## src/rtl/alu_result_uart_tx.sv

```systemverilog
// ALU result buffer and UART-style serialiser: FIFO of 8-bit results shifted out
// as start / 8 data LSB-first / [even parity] / stop. Optional macro: RESULT_PARITY_EN.
module alu_result_uart_tx #(
  parameter int DEPTH        = 4,
  parameter int CLKS_PER_BIT = 4
) (
  input  logic                       clk,
  input  logic                       rst,
  input  logic [7:0]                 res_in,
  input  logic                       res_valid,
  output logic                       res_ready,
  input  logic                       ovf_clr,
  output logic                       tx,
  output logic                       busy,
  output logic [$clog2(DEPTH):0]     level,
  output logic                       overflow
);

  localparam int PW = $clog2(DEPTH);
  localparam int LW = PW + 1;
  localparam int CW = (CLKS_PER_BIT > 1) ? $clog2(CLKS_PER_BIT) : 1;
  localparam logic [CW-1:0] CNT_LAST = CW'(CLKS_PER_BIT - 1);
  localparam logic [LW-1:0] LVL_FULL = LW'(DEPTH);

  typedef enum logic [2:0] {
    IDLE   = 3'd0,
    START  = 3'd1,
    DATA   = 3'd2,
    PARITY = 3'd3,
    STOP   = 3'd4
  } state_t;

  logic [7:0]    mem [DEPTH];
  logic [PW-1:0] wptr;
  logic [PW-1:0] rptr;
  logic          full;
  logic          push;
  logic          pop;

  state_t        state;
  state_t        state_n;
  logic [CW-1:0] cnt;
  logic [CW-1:0] cnt_n;
  logic [2:0]    bit_idx;
  logic [2:0]    bit_idx_n;
  logic [7:0]    shreg;
  logic [7:0]    shreg_n;
  logic          par;
  logic          par_n;
  logic          tx_n;

  assign full      = (level == LVL_FULL);
  assign res_ready = !full;
  assign push      = res_valid && !full;
  assign busy      = (state != IDLE);

  always_ff @(posedge clk) begin
    if (push) begin
      mem[wptr] <= res_in;
    end
  end

  // FIFO pointers, occupancy and sticky overflow; a drop beats a same-cycle clear
  always_ff @(posedge clk) begin
    if (rst) begin
      wptr     <= {PW{1'b0}};
      rptr     <= {PW{1'b0}};
      level    <= {LW{1'b0}};
      overflow <= 1'b0;
    end else begin
      if (push) begin
        wptr <= wptr + PW'(1'b1);
      end
      if (pop) begin
        rptr <= rptr + PW'(1'b1);
      end
      level <= level + LW'(push) - LW'(pop);
      if (res_valid && full) begin
        overflow <= 1'b1;
      end else if (ovf_clr) begin
        overflow <= 1'b0;
      end
    end
  end

  always_ff @(posedge clk) begin
    if (rst) begin
      state   <= IDLE;
      cnt     <= {CW{1'b0}};
      bit_idx <= 3'd0;
      shreg   <= 8'd0;
      par     <= 1'b0;
      tx      <= 1'b1;
    end else begin
      state   <= state_n;
      cnt     <= cnt_n;
      bit_idx <= bit_idx_n;
      shreg   <= shreg_n;
      par     <= par_n;
      tx      <= tx_n;
    end
  end

  // Next state; tx is computed from the state being entered so it lines up with it
  always_comb begin
    state_n   = state;
    cnt_n     = cnt;
    bit_idx_n = bit_idx;
    shreg_n   = shreg;
    par_n     = par;
    pop       = 1'b0;
    tx_n      = 1'b1;
    case (state)
      IDLE: begin
        if (level != {LW{1'b0}}) begin
          pop     = 1'b1;
          shreg_n = mem[rptr];
          par_n   = ^mem[rptr];
          cnt_n   = {CW{1'b0}};
          state_n = START;
        end
      end
      START: begin
        if (cnt == CNT_LAST) begin
          cnt_n     = {CW{1'b0}};
          bit_idx_n = 3'd0;
          state_n   = DATA;
        end else begin
          cnt_n = cnt + CW'(1'b1);
        end
      end
      DATA: begin
        if (cnt == CNT_LAST) begin
          cnt_n = {CW{1'b0}};
          if (bit_idx == 3'd7) begin
`ifdef RESULT_PARITY_EN
            state_n = PARITY;
`else
            state_n = STOP;
`endif
          end else begin
            bit_idx_n = bit_idx + 3'd1;
            shreg_n   = {1'b0, shreg[7:1]};
          end
        end else begin
          cnt_n = cnt + CW'(1'b1);
        end
      end
`ifdef RESULT_PARITY_EN
      PARITY: begin
        if (cnt == CNT_LAST) begin
          cnt_n   = {CW{1'b0}};
          state_n = STOP;
        end else begin
          cnt_n = cnt + CW'(1'b1);
        end
      end
`endif
      STOP: begin
        if (cnt == CNT_LAST) begin
          cnt_n   = {CW{1'b0}};
          state_n = IDLE;
        end else begin
          cnt_n = cnt + CW'(1'b1);
        end
      end
      default: begin
        state_n = IDLE;
      end
    endcase

    case (state_n)
      IDLE:    tx_n = 1'b1;
      START:   tx_n = 1'b0;
      DATA:    tx_n = shreg_n[0];
`ifdef RESULT_PARITY_EN
      PARITY:  tx_n = par_n;
`endif
      STOP:    tx_n = 1'b1;
      default: tx_n = 1'b1;
    endcase
  end

endmodule

```

## config.mk

```make
export PLATFORM = sky130hd
export DESIGN_NAME = alu_result_uart_tx
export DESIGN_NICKNAME = d
export VERILOG_FILES = /design/src/rtl/alu_result_uart_tx.sv
export SDC_FILE = /design/constraint.sdc
export NUM_CORES = 1
export LEC_CHECK = 0
export CAP_MARGIN = 20
export CORE_MARGIN = 2
export CORE_UTILIZATION = 40
export CTS_CLUSTER_SIZE = 30
export DETAILED_ROUTE_END_ITERATION = 6
export HOLD_SLACK_MARGIN = 0.06
export PLACE_DENSITY_LB_ADDON = 0.1
export SETUP_SLACK_MARGIN = 0.05
export SLEW_MARGIN = 0
export SYNTH_ARGS = -nofsm -noshare
export SYNTH_HDL_FRONTEND = slang
export SYNTH_SLANG_ARGS = --single-unit
export TNS_END_PERCENT = 5
```

## constraint.sdc

```tcl
create_clock -name clk -period 2.47 [get_ports clk]
set_input_delay 0.494 -clock clk [delete_from_list [all_inputs] [get_ports clk]]
set_output_delay 0.494 -clock clk [all_outputs]
set_load 0.01 [all_outputs]
```

==> impl_metrics.json <==
{
  "min_period_over_period": 0.912,
  "yosys_warnings": 0,
  "cp.required_ns": 1.98,
  "dieArea_sq_um": 6990,
  "setup_ws_ns": 0.218,
  "synth_cell_type_count": 43,
  "worstSetupEndpointType": "primary output",
  "synthSimpleGateAreaFrac": 0.131,
  "synth_nets": 215,
  "outcome": "finished, final reports clean",
  "synth_compound_area_frac": 0.0914,
  "drive_above_1_share": 0.190,
  "initial_utilization": 0.420,
  "synth_area_per_cell_sq_um": 13.1,
  "whs_ns": 0.479,
  "synth_edf_count": 32,
  "fmax_mhz": 444,
  "cts_buffer_depth": 2,
  "io_buffer_count": 18,
  "hold_violations": 0,
  "synth_top_family_by_area": "simple AND/OR/NAND/NOR gates",
  "design.core.area_sq_um": 6030,
  "seq_power_share": 0.438,
  "synth_top_area_cell": "edfxtp_1",
  "ant_nets": 0,
  "cts_made_buffers": 9,
  "die_y_um": 83.6,
  "grt_max_degree": 23,
  "p_leak_nw": 1.11,
  "grt_pass1_wl_mm": 7.60,
  "grt_usage": 0.144,
  "die_w_um": 83.6,
  "drv_cap": 0,
  "p_sw_mw": 1.02,
  "gp_congestion": 0.725,
  "cpPeakStageDelay_ns": 0.47,
  "firstDrtPassIters": 4,
  "grt_setup_unrepaired": "no",
  "cts.clk_slew.worst_paths_ns": 0.07,
  "vias": 1578,
  "crit_fanout": 6,
  "power_mw": 3.13,
  "final_common_cell": "edfxtp_1",
  "ys_top_cells_by_area": "edfxtp_1, dfxtp_1, mux4_2",
  "io_pins": 19,
  "startpoint_type": "flop",
  "drv_slew": 0,
  "cts_tree": "built",
  "synth_fa_ha_area_frac": 0.0523,
  "path_cells": "or3b_1 > buf_4 > clkdlybuf4s50_1",
  "slew_headroom": 0.586,
  "drt_iter0_drc": 60,
  "vdd_drop_max_v": 0.000516,
  "htreeDepth": 3,
  "drc": 0,
  "p_int_mw": 2.11,
  "layout.cells.most_common_list": "edfxtp_1, dfxtp_1, nor2_1, clkdlybuf4s50_1, nand2_1",
  "worst_pin_slew_ns": 0.619,
  "synth_top_area_share": 0.379,
  "clockPowerShare": 0.247,
  "syn_inst": 193,
  "clock-sinks": 59,
  "synthMuxAreaShare": 0.0790,
  "clk_latency_ns": 0.34,
  "critPathArrivalTime_ns": 1.76,
  "fin_skew_ns": 0.00577,
  "gr-total-overflow": 0,
  "period_needed_ns": 2.25,
  "num_antenna_cells": 0,
  "ys.flop_type": "edfxtp_1",
  "rows": 28,
  "wl_mm": 4.66,
  "power_frac_comb": 0.315,
  "p_sw_frac": 0.325,
  "setup_violations": 0,
  "antenna_found_initial": 0,
  "syn2layout_area_growth_pct": 18.4,
  "seq_area_frac_synth": 0.593,
  "netlist_area_sq_um": 2530,
  "synth_xor_area_frac": 0.0173,
  "hpwl_mm": 3.21,
  "layout.nets": 243,
  "ys_ff_latch": 59,
  "via_per_inst": 5.24,
  "dp_slack_ns": -0.0796,
  "power.density_nw_per_um2": 1040,
  "hold_path.class": "reg -> reg",
  "synthArstFlopShare": 0,
  "grt_pass1_vias": 1569,
  "clockRootBuffer": "clkbuf_8",
  "post_drt_wl_per_cell_um": 15.5,
  "cp_slowest_cell": "clkdlybuf4s50_1",
  "path_class": "reg -> out"
}
area by class of cell:
class | count | area, sq um
clock buffer | 9 | 124
multi-input combinational | 114 | 940
clock inverter | 7 | 53.8
sequential | 59 | 1500
timing repair buffer | 27 | 248
tap | 75 | 93.8
fill | 531 | 3030
inverter | 10 | 37.5
per-layer routing:
layer	track usage	wire, um	up-vias	share of wire
met2	0.241	2390	36	0.51
met5	0	0	-	0
li1	-	-	768	-
met1	0.157	1960	768	0.42
met3	0.0712	254	6	0.055
met4	0.0513	49	0	0.011
worst max-delay path, delay by kind of cell (launching register included):
family | cells | cell delay, ns
buffers and inverters | 2 | 0.64
AND/OR/NAND/NOR | 1 | 0.42
flip-flops | 1 | 0.36
power groups by stage:
stage / Combinational [mW] / Clock, mW / Sequential [mW]
3_3_place_gp: 0.963 / 0 / 1.38
4_1_cts: 1.00 / 0.796 / 1.38
6_report: 0.985 / 0.771 / 1.37
2_1_floorplan: 0.735 / 0 / 1.33
3_5_place_dp: 0.998 / 0 / 1.39
5_1_grt: 1.09 / 0.855 / 1.40
registers in the layout, summed over array words and instances (netlist names), named ones only:
| register | cells |
|---|---|
| level | 3 |
| tx | 1 |
| bit_idx | 3 |
| state | 3 |
| cnt | 2 |
| overflow | 1 |
| rptr | 2 |
| shreg | 8 |
| mem | 32 |
| wptr | 2 |
through the flow:
| step | instance area (sq um) | instances | setup TNS, ns | util |
|---|---|---|---|---|
| global placement | 2820 | 285 | 0 | 0.468 |
| CTS | 3000 | 301 | 0 | 0.498 |
| global route | 3000 | 301 | 0 | 0.498 |
| floorplan | 2530 | 193 | 0 | - |
| detailed placement | 2820 | 285 | -0.0796 | 0.468 |
| finish | 3000 | 301 | 0 | 0.498 |
synthesized netlist by cell type, types with 2 or more instances:
master      n
a21oi_1     5
a221oi_1    4
a22oi_1     2
a2bb2oi_1   2
a31oi_1     2
and3_1      6
buf_2       2
buf_4       2
clkbuf_1    5
dfxtp_1    27
edfxtp_1   32
ha_1        9
inv_1       8
inv_2       2
mux2i_1     2
mux4_2      8
nand2_1    10
nand3_1     2
nor2_1     18
nor2b_1     7
nor3_1      7
nor3b_1     3
o211ai_1    3
o21ai_0     3
xnor2_1     4
cells by family after synthesis:
kind of cell	after synthesis
AND/OR/NAND/NOR	61
XOR/XNOR	5
buffers and inverters	20
flip-flops	59
multiplexers	10
AO/OA/AOI/OAI	28
adder cells (fa/ha/maj)	10
worst paths after layout:
path	startpoint	to	slack, ns	cells after the start
worst max-delay path	level[1]$_SDFF_PP0_	res_ready	0.22	3
worst min register to register	cnt[1]$_SDFFE_PP0P_	cnt[1]$_SDFFE_PP0P_	0.48	2
worst max register to register	level[1]$_SDFF_PP0_	level[2]$_SDFF_PP0_	0.24	10
worst min-delay path	cnt[1]$_SDFFE_PP0P_	cnt[1]$_SDFFE_PP0P_	0.48	2
what timing repair did:
action                                  CTS  global route
resized for setup                         0             1
endpoints found under the setup margin    0             1
hold buffers                              0             0
setup buffers                             0             0
Note: power is estimated with default switching activity, not from simulation.
